--- config.mk ---
export PLATFORM = sky130hd
export DESIGN_NAME = if_stage
export DESIGN_NICKNAME = d
export VERILOG_FILES = /design/src/rtl/if_stage.sv
export SDC_FILE = /design/constraint.sdc
export NUM_CORES = 1
export LEC_CHECK = 0
export BUFFER_PORTS_ARGS = -buffer_cell sky130_fd_sc_hd__buf_2
export CORE_MARGIN = 3
export CORE_UTILIZATION = 55
export DETAILED_ROUTE_END_ITERATION = 7
export GPL_TIMING_DRIVEN = 0
export PLACE_DENSITY = 0.79
export SYNTH_ARGS = -nofsm -noshare
export SYNTH_HDL_FRONTEND = slang
export SYNTH_SLANG_ARGS = --single-unit
--- constraint.sdc ---
create_clock -name clk -period 3.5 [get_ports clk]
set_input_delay 0.525 -clock clk [delete_from_list [all_inputs] [get_ports clk]]
set_output_delay 0.525 -clock clk [all_outputs]
set_load 0.05 [all_outputs]
--- src/rtl/if_stage.sv ---
// Instruction-fetch stage: one outstanding memory request, one-entry buffer for downstream stalls.
// Define IF_STALL_CNT_EN to add the stall_cnt output (saturating count of stalled cycles).
`ifndef ADDRESS_LEN
`define ADDRESS_LEN 32
`endif

module if_stage #(
    parameter logic [`ADDRESS_LEN-1:0] PC_RESET = 32'h0000_0000
) (
    input  logic                    clk,
    input  logic                    rst,
    input  logic                    hazard_detected_signal,
    input  logic                    br_taken,
    input  logic [`ADDRESS_LEN-1:0] br_target,
    output logic                    imem_req,
    output logic [`ADDRESS_LEN-1:0] imem_addr,
    input  logic                    imem_ack,
    input  logic [`ADDRESS_LEN-1:0] imem_rdata,
    output logic [`ADDRESS_LEN-1:0] pc_out,
    output logic [`ADDRESS_LEN-1:0] instruction_out,
`ifdef IF_STALL_CNT_EN
    output logic                    valid_out,
    output logic [15:0]             stall_cnt
`else
    output logic                    valid_out
`endif
);

    localparam int unsigned AW = `ADDRESS_LEN;
    localparam logic [AW-1:0] WordMask = ~AW'(3);
    localparam logic [AW-1:0] PcInit   = PC_RESET & WordMask;

    typedef enum logic [1:0] {StFetch, StHold, StDrop} state_e;

    state_e          state_q, state_d;
    logic [AW-1:0]   pc_q, pc_d;
    logic [AW-1:0]   addr_q, addr_d;
    logic            req_q, req_d;
    logic [AW-1:0]   buf_instr_q, buf_instr_d;
    logic [AW-1:0]   buf_pc_q, buf_pc_d;
    logic [AW-1:0]   pc_out_q, pc_out_d;
    logic [AW-1:0]   instr_q, instr_d;
    logic            valid_q, valid_d;
    logic            ack;
    logic [AW-1:0]   pc_inc;
    logic [AW-1:0]   br_addr;

    // An ack only counts against a request we actually issued; late acks after reset are dropped.
    assign ack     = imem_ack & req_q;
    assign pc_inc  = pc_q + AW'(4);
    assign br_addr = br_target & WordMask;

    always_comb begin
        state_d     = state_q;
        pc_d        = pc_q;
        buf_instr_d = buf_instr_q;
        buf_pc_d    = buf_pc_q;
        pc_out_d    = pc_out_q;
        instr_d     = instr_q;
        valid_d     = valid_q;
        if (br_taken) begin
            pc_d        = br_addr;
            buf_instr_d = '0;
            buf_pc_d    = '0;
            pc_out_d    = '0;
            instr_d     = '0;
            valid_d     = 1'b0;
            // An unanswered request must drain before the target can be fetched.
            state_d     = (req_q && !ack) ? StDrop : StFetch;
        end else begin
            unique case (state_q)
                StFetch: begin
                    if (ack) begin
                        pc_d = pc_inc;
                        if (hazard_detected_signal) begin
                            buf_instr_d = imem_rdata;
                            buf_pc_d    = pc_inc;
                            state_d     = StHold;
                        end else begin
                            instr_d  = imem_rdata;
                            pc_out_d = pc_inc;
                            valid_d  = 1'b1;
                        end
                    end else if (!hazard_detected_signal) begin
                        pc_out_d = '0;
                        instr_d  = '0;
                        valid_d  = 1'b0;
                    end
                end
                StHold: begin
                    if (!hazard_detected_signal) begin
                        instr_d  = buf_instr_q;
                        pc_out_d = buf_pc_q;
                        valid_d  = 1'b1;
                        state_d  = StFetch;
                    end
                end
                StDrop: begin
                    pc_out_d = '0;
                    instr_d  = '0;
                    valid_d  = 1'b0;
                    if (ack) begin
                        state_d = StFetch;
                    end
                end
                default: state_d = StFetch;
            endcase
        end
        req_d  = (state_d != StHold);
        // While draining, the old address stays on the bus even if pc was redirected.
        addr_d = (state_d == StDrop) ? addr_q : pc_d;
    end

    always_ff @(posedge clk) begin
        if (rst) begin
            state_q     <= StFetch;
            pc_q        <= PcInit;
            addr_q      <= PcInit;
            req_q       <= 1'b0;
            buf_instr_q <= '0;
            buf_pc_q    <= '0;
            pc_out_q    <= '0;
            instr_q     <= '0;
            valid_q     <= 1'b0;
        end else begin
            state_q     <= state_d;
            pc_q        <= pc_d;
            addr_q      <= addr_d;
            req_q       <= req_d;
            buf_instr_q <= buf_instr_d;
            buf_pc_q    <= buf_pc_d;
            pc_out_q    <= pc_out_d;
            instr_q     <= instr_d;
            valid_q     <= valid_d;
        end
    end

    assign imem_req        = req_q;
    assign imem_addr       = addr_q;
    assign pc_out          = pc_out_q;
    assign instruction_out = instr_q;
    assign valid_out       = valid_q;

`ifdef IF_STALL_CNT_EN
    logic [15:0] stall_cnt_q, stall_cnt_d;

    always_comb begin
        stall_cnt_d = stall_cnt_q;
        if (hazard_detected_signal && (stall_cnt_q != 16'hFFFF)) begin
            stall_cnt_d = stall_cnt_q + 16'd1;
        end
    end

    always_ff @(posedge clk) begin
        if (rst) begin
            stall_cnt_q <= '0;
        end else begin
            stall_cnt_q <= stall_cnt_d;
        end
    end

    assign stall_cnt = stall_cnt_q;
`endif

endmodule

======== Word level (Yosys, flattened, before mapping) ========
Index checks and enable logic that the tools add are counted.
cells by class
  add/subtract/negate cells ............... 1
  eq/ne operators ......................... 7
  multiplexer cells ....................... 23
  bitwise operators ....................... 1
  reductions and logical operators ........ 8
operator list
  cell                                                                     count
  32-bit two-way mux                                                       10
  32-bit one-hot mux with 3 select lines                                   2
  32-bit by 3-bit adder with 32-bit output, second input constant          1
  2-bit two-way mux                                                        6
  2-bit one-hot mux with 3 select lines                                    1
  3-bit AND reduction                                                      2
  2-bit == test, second input constant                                     2
  2-bit inequality test, second input constant                             2
  1-bit two-way mux                                                        3
  3-bit inequality test, second input constant                             1
  1-bit one-hot mux with 3 select lines                                    1
  3-bit nonzero test                                                       1
  2-bit by 1-bit == test with 1-bit output, second input constant          1
  2-bit zero test                                                          1
  2-bit by 1-bit inequality test with 1-bit output, second input constant  1
  2-bit AND reduction                                                      1
  2-bit OR reduction                                                       1
  1-bit bitwise AND                                                        1
  1-bit logical AND                                                        1
  1-bit zero test                                                          1
storage, ports and cells
  register bits after elaboration ......... 196
  output and inout bits ................... 98

======== Logic depth before layout (Yosys ltp) ========
Gate-level depths: netlist of run 1.
  word-level depth ........................ 6
  mapped depth ............................ 9

======== Least setup slack after synthesis of run 1 ========
Ideal clock, no wire load.
  kind .................................... register to register
  start point ............................. register req_q (netlist: imem_req)
  end point ............................... register addr_q[29] (netlist: imem_addr[29])
  arrival time ............................ 2166 ps
  setup slack ............................. 1213 ps
  cell stages (with the launch flop) ...... 7
  buffers on the path ..................... 1
  period minus slack after synthesis ...... 2287 ps
  cells stage by stage .................... dfxtp_1 -> and3_1 -> buf_2 -> nand3_2 -> or4b_1 -> and3_1 -> mux2_2
between the ends
  longest elaborated chain between the ends .. 6
  elaborated cells on any way between the ends .. 12
  classes of those cells .................. eq/ne (1); mux (8); bitwise (1); reduce/logical (2)
RTL lines
  item                                                                                           RTL line  text
  start, declared                                                                                38        logic req_q, req_d;
  start signal, assigned                                                                         129       req_q <= req_d;
  parallel branches: the longest is 6 deep, another holds 2-bit one-hot mux with 3 select lines  -
  end signal, assigned                                                                           118       addr_q <= PcInit;
  end signal, assigned                                                                           128       addr_q <= addr_d;
  end, declared                                                                                  37        logic [AW-1:0] addr_q, addr_d;
Parallel ways; which one is timed is not known.
A chain may end at the register's enable or synchronous reset.

======== Worst setup path after layout of run 1 ========
  start point ............................. register state_q[0]
  end point ............................... register addr_q[5] (netlist: imem_addr[5])
between the ends
  longest elaborated chain between the ends .. 5
  elaborated cells on any way between the ends .. 12
  classes of those cells .................. eq/ne (3); mux (8); reduce/logical (1)
RTL lines
  item                                   RTL line  text
  start, declared                        35        state_e state_q, state_d;
  start signal, assigned                 116       state_q <= StFetch;
  start signal, assigned                 126       state_q <= state_d;
  2-bit two-way mux                      75        if (hazard_detected_signal) begin
  2-bit two-way mux                      73        if (ack) begin
  2-bit one-hot mux with 3 select lines  71        unique case (state_q)
  2-bit two-way mux                      61        if (br_taken) begin
  2-bit == test                          111       addr_d = (state_d == StDrop) ? addr_q : pc_d;
Parallel ways exist; a longest one is shown, timed or not.

==> flow_summary.ini, run 1 <==
[sta]
fin_crit_ps = 2890
setup-tns-final_ps = 0
rsz0062_at_grt = false
setup-violations-final = 0
hold_violations = 0
fin_ws_ps = 606
slew_viol_final = 0
fmax_mhz = 346
slew_headroom_pct = 36.0
clock_skew_ps = 8.53
period_share_pct = 82.7
worst_pin_slew_ps = 957
whs_ps = 328

[pwr]
irDropWorstVdd_mv = 0.362
pwr-share-seq_pct = 46.8
sw_frac_of_total_pct = 30.6
clockPowerShare_pct = 37.8
p_comb_share_pct = 15.4
power.switching_mw = 1.57
p_int_mw = 3.55
power.density_mw_per_mm2 = 491
leakagePower_nw = 4.04

[synthesis]
synth_top_family_by_area = simple AND/OR/NAND/NOR gates
yosysUniqueCellTypes = 62
yosysSeqAreaShare_pct = 44.7
ys_ff_latch = 196
synth_area_mm2 = 0.00877
synth_cells = 1064
syn_nets = 1139
synthAdderAreaFrac_pct = 0.856
avgSynthCellArea_um2 = 8.24
synth_compound_area_share_pct = 21.8
synth-edff-count = 0
synth_ff_type = dfxtp_1
synthSimpleGateAreaFrac_pct = 23.6
yosys-mux-area-fraction_pct = 1.43
synthArstFlopShare_pct = 0
yosys.area_share.xor_xnor_pct = 2.50
yosysWarningCount = 0

[die]
row_count = 45
die_h_um = 132
die_w_um = 132
die_area_mm2 = 0.0175
start_util_pct = 56.9
core_mm2 = 0.0154
io_pins = 167

[layout]
antenna-diode-count = 0
final_nets = 1319
area.growth.synth_to_final_pct = 18.7
drive_gt1_share_pct = 18.4

[clock_tree]
clock_tree.buffer_depth = 2
cts_root_buffer = clkbuf_16
h-tree-depth = 4
cts.sinks = 196
clk_latency_ps = 450
hold_buffers = 0
numCtsBuffers = 17
cts_tree = built
post_cts_resized = 0
path_clk_slew_ps = 70
cts_setup_buffers = 0

[route]
routed_wl_mm = 27.0
drt-pass1-iter-count = 5
vias_per_cell = 5.97
drt_iter0_markers = 707
vias = 8770
route.detailed.drc = 0
avgRoutedWirePerCell_um = 18.4
ant_nets = 0

[setup_path]
cp-start-kind = flop
worstSetupPathType = flop to flop
cp.required_ps = 3840
timing.rr.start = state_q[0]$_SDFF_PP0_
critPathLaunch = state_q[0]$_SDFF_PP0_
critPathMaxFanout = 10
critPathArrivalTime_ps = 3230
critPathCaptureType = flop

[outcome]
status = complete, no violations

[grt]
grt_overflow_total = 0
grt_pass1_vias = 8197
antenna_found_initial = 0
grt_pass1_wl_mm = 43.2
grt_max_degree = 19
grt_usage_pct = 30.2

[place]
hpwl_mm = 20.1
gp_congestion = 0.982
io_buffers = 161
pre_cts_slack_ps = 701

[worst_hold_path]
hold_class = input port to flop
min-delay-start = imem_rdata[30]

[job]
cap_viol_max_count = 0
[synth_stat cells, types with 4 or more instances]
master / n / area [um2]
o31a_1: 6 / 52.6
xor2_1: 6 / 52.6
and3_1: 10 / 62.6
buf_2: 11 / 55.1
nor4_1: 10 / 62.6
nor3_1: 95 / 475
nor2_1: 113 / 424
xnor2_1: 19 / 166
dfxtp_1: 196 / 3920
nor2b_1: 7 / 43.8
mux2_2: 4 / 45.0
mux2i_1: 8 / 80.1
a221oi_1: 39 / 342
ha_1: 6 / 75.1
nand2_1: 111 / 417
or4_1: 4 / 30.0
o21a_1: 11 / 82.6
o21ai_0: 54 / 270
a311oi_1: 5 / 43.8
a21boi_0: 4 / 30.0
a31oi_1: 5 / 31.3
o41ai_1: 7 / 61.3
and4_1: 13 / 114
o31ai_1: 4 / 30.0
and2_1: 11 / 68.8
clkbuf_1: 72 / 270
buf_1: 8 / 30.0
nand4_1: 25 / 156
o22ai_1: 5 / 31.3
a21oi_1: 93 / 465
inv_1: 12 / 45.0
a211oi_1: 14 / 105
o22a_1: 12 / 105
a21o_1: 6 / 45.0
nand3_1: 11 / 55.1
[layout make-up]
| class | count | area [um2] |
|---|---|---|
| plain buffers | 97 | 393 |
| clock buffers | 17 | 425 |
| clock inverters | 15 | 148 |
| fillers | 1412 | 5010 |
| inverters | 14 | 52.6 |
| multi-input cells | 757 | 4400 |
| flip-flops and latches | 196 | 3920 |
| well taps | 211 | 264 |
| repair buffers | 161 | 806 |
[cells by family after synthesis]
logic type               after synthesis
AO/OA/AOI/OAI                        286
XOR/XNOR                              25
adder cells (fa/ha/maj)                6
buffers and inverters                111
flip-flops                           196
multiplexers                          12
AND/OR/NAND/NOR                      428
[critical path: stages (launching register included)]
cell and delay (ps):
dfxtp_1 420, inv_1 120, ha_1 240, and4_1 180, clkbuf_1 210, o221ai_1 620
nand2_1 450, buf_2 320, o22a_1 210
[layer usage]
metal	part of all wire, %	track usage, %
met2	47	48.8
met4	2.3	10.7
met5	0	0
met3	8.5	5.31
met1	43	41.0
[stage by stage]
| stage | instance area (um2) | power, mW | cells | util (%) |
|---|---|---|---|---|
| CTS | 10400 | 5.11 | 1468 | 67.5 |
| global placement | 9840 | 3.22 | 1436 | 63.8 |
| detailed placement | 9840 | 3.22 | 1436 | 63.8 |
| floorplan | 8770 | 2.98 | 1064 | - |
| global route | 10400 | 5.29 | 1468 | 67.5 |
| finish | 10400 | 5.12 | 1468 | 67.5 |
[flip-flops by register name (all words and copies together) (netlist names)]
| register | flops |
|---|---|
| pc_out | 32 |
| imem_req | 1 |
| buf_pc_q | 32 |
| instruction_out | 32 |
| imem_addr | 32 |
| state_q | 2 |
| valid_out | 1 |
| buf_instr_q | 32 |
| pc_q | 32 |
[cell usage in the layout (no fill, tap or decap), types with 4 or more instances in the layout]
cell / instances
xnor2_1: 19
buf_1: 8
a21boi_0: 4
a311oi_1: 5
and2_1: 11
o31ai_1: 4
mux2i_1: 8
ha_1: 6
o41ai_1: 7
clkbuf_1: 72
clkbuf_16: 17
buf_2: 172
nor3_1: 95
o31a_1: 6
o21a_1: 11
a31oi_1: 5
mux2_2: 4
and4_1: 13
o21ai_0: 54
nor2b_1: 7
xor2_1: 6
dfxtp_1: 196
and3_1: 10
nand3_1: 11
a211oi_1: 14
a221oi_1: 39
nor4_1: 10
o22ai_1: 5
o22a_1: 12
inv_1: 12
a21oi_1: 93
clkinvlp_4: 4
nor2_1: 113
or4_1: 4
nand4_1: 25
a21o_1: 6
nand2_1: 111
[power groups by stage]
stage	Sequential (mW)	Combinational, mW	Clock (mW)
after global routing	2.40	0.845	2.04
after global placement	2.44	0.775	0
after detailed placement	2.44	0.779	0
after floorplan	2.63	0.347	0
final	2.39	0.789	1.93
after CTS	2.39	0.783	1.94
[worst paths after layout]
| kind | end | slack [ps] | cells past startpoint |
|---|---|---|---|
| setup / recovery | imem_addr[5]$_SDFFE_PP0P_ | 610 | 8 |
| setup reg to reg | imem_addr[5]$_SDFFE_PP0P_ | 610 | 8 |
| hold / removal | buf_instr_q[30]$_SDFFE_PP0P_ | 330 | 3 |
| hold reg to reg | buf_instr_q[27]$_SDFFE_PP0P_ | 460 | 2 |
Power figures use the tool's default switching activity.
==> inputs of run 2 (changes only) <==
==> constraint.sdc (replaced) <==
create_clock -name clk -period 2.75 [get_ports clk]
set_input_delay 0.4125 -clock clk [delete_from_list [all_inputs] [get_ports clk]]
set_output_delay 0.4125 -clock clk [all_outputs]
set_load 0.05 [all_outputs]
==> run 2 against run 1 <==
  * Final cell count is 0.14% higher
  * Design area is 0.73% higher
  * Clock skew is 1.2 ps lower
  * Die area stayed put
  * Utilization is 0.49 points higher
  * Fmax is 9.3% higher
  * Wire length is 0.54% higher
  * First-iteration DRC count is 11% lower
  * Worst hold slack worse by 110 ps
  * Combinational power is 28% higher
  * Sequential power is 28% higher
==> flow_summary.ini, run 2 (synthesis results as in run 1) <==
[setup_path]
path_delay_family = compound AO/OA/AOI/OAI gates
critPathMaxFanout = 10
critical_path.most_common_cell = buf_2
critPathSlowestCell = dfxtp_1
critPathCaptureType = flop
cp.required_ps = 3080
crit_chain = inv_1, ha_1, buf_2, a21o_1, o21ba_2, a32oi_4, nor2_1, buf_2, o41ai_1
crit_path_max_incr_delay_ps = 450
worstSetupPathType = flop to flop
crit_buf_inv = 3
critPathArrivalTime_ps = 2980
cp-start-kind = flop

[sta]
worst_pin_slew_ps = 977
fin_crit_ps = 2650
whs_ps = 217
hold_violations = 0
setup-violations-final = 0
slew_viol_final = 0
clock_skew_ps = 7.34
period_share_pct = 96.3
fmax_mhz = 378
slew_headroom_pct = 34.6
rsz0062_at_grt = false

[grt]
grt_usage_pct = 30.2
grt_max_degree = 19
grt_overflow_total = 0
grt_pass1_wl_mm = 43.2
grt_pass1_vias = 8201
antenna_found_initial = 0

[die]
die_h_um = 132
start_util_pct = 56.9
row_count = 45
io_pins = 167
die_area_mm2 = 0.0175
core_mm2 = 0.0154
die_w_um = 132

[route]
dr.max_layer_used = met4
drt-pass1-iter-count = 8
ant_nets = 0
route.layer.met1.wl_mm = 11.8
wl_met3_mm = 2.06
vias = 8860
wl_met2_mm = 12.7
routed_wl_mm = 27.1
vias_per_cell = 6.03
avgRoutedWirePerCell_um = 18.5
route.detailed.drc = 0
drt_iter0_markers = 629

[pwr]
clockPowerShare_pct = 37.8
irDropWorstVdd_mv = 0.458
pwr-share-seq_pct = 46.7
power.switching_mw = 2.01
leakagePower_nw = 4.08
p_int_mw = 4.52
p_comb_share_pct = 15.5
sw_frac_of_total_pct = 30.7
total_power_mw = 6.53
power.density_mw_per_mm2 = 622

[clock_tree]
cts_tree = built
clk_latency_ps = 440
clock_tree.buffer_depth = 2
h-tree-depth = 4
cts.sinks = 196
cts_root_buffer = clkbuf_16
numCtsBuffers = 17
hold_buffers = 0
path_clk_slew_ps = 70

[layout]
fin_util_pct = 68.0
antenna-diode-count = 0
final_nets = 1321
fillers = 1399
final_cell_mix = 195 x dfxtp_1, 173 x buf_2, 113 x nor2_1, 111 x nand2_1, 95 x nor3_1
area.growth.synth_to_final_pct = 19.6
drive_gt1_share_pct = 19.6
layout.cells.most_common = dfxtp_1

[outcome]
status = complete, no violations

[job]
cap_viol_max_count = 0

[place]
gp_congestion = 0.982
hpwl_mm = 20.1
io_buffers = 161

[worst_hold_path]
hold_class = input port to flop
-- run 2: changes by cell type in the layout (fill, tap and decap cells not counted), sizes merged --
| cell | change |
|---|---|
| buf | +4 |
| clkbuf | -2 |
-- run 2: power groups by stage --
stage	Clock [mW]	Combinational, mW	Sequential (mW)
3_3_place_gp	0	0.986	3.11
3_5_place_dp	0	0.992	3.11
6_report	2.47	1.01	3.05
2_1_floorplan	0	0.442	3.35
5_1_grt	2.59	1.08	3.06
4_1_cts	2.47	1.00	3.04
-- run 2: path summary, 6_finish.rpt --
path,startpoint,endpoint,slack [ps],cells past startpoint
worst min register to register,buf_instr_q[23]$_SDFFE_PP0P_,buf_instr_q[23]$_SDFFE_PP0P_,460,2
worst min-delay path,imem_rdata[10],buf_instr_q[10]$_SDFFE_PP0P_,220,3
worst max-delay path,state_q[1]$_SDFF_PP0_,imem_addr[22]$_SDFFE_PP0P_,100,9
worst max register to register,state_q[1]$_SDFF_PP0_,imem_addr[22]$_SDFFE_PP0P_,100,9
-- run 2: stage by stage --
step / area [um2] / setup WS (ps) / setup TNS (ps) / std cells
CTS: 10400 / 32.9 / 0 / 1468
finish: 10500 / 102 / 0 / 1470
global route: 10500 / 10.9 / 0 / 1470
detailed placement: 9840 / -49.1 / -237 / 1436
global placement: 9840 / 8.21 / 0 / 1436
floorplan: 8770 / 463 / 0 / 1064
-- run 2: metal layers --
layer,vias to the layer above,track usage [%]
met5,-,0
met4,0,10.7
met3,51,5.31
met2,417,48.8
met1,4159,41.1
li1,4233,-
-- run 2: area by class of cell --
class | count | area (um2) | area share (%)
sequential | 196 | 3930 | 37.4
tap | 211 | 264 | 2.52
timing repair buffer | 164 | 828 | 7.90
clock buffer | 17 | 425 | 4.06
clock inverter | 15 | 148 | 1.41
inverter | 14 | 52.6 | 0.501
buffer | 96 | 397 | 3.78
multi-input combinational | 757 | 4450 | 42.4
-- run 2: what timing repair did --
action,in CTS,in global routing
gates resized for setup,4,16
setup buffers,0,3
endpoints found under the setup margin,6,41
pin swaps,0,1
-- run 2: worst min-delay path, stage by stage --
cell and delay [ps]:
buf_2 110, nand2_1 50, a21oi_1 50
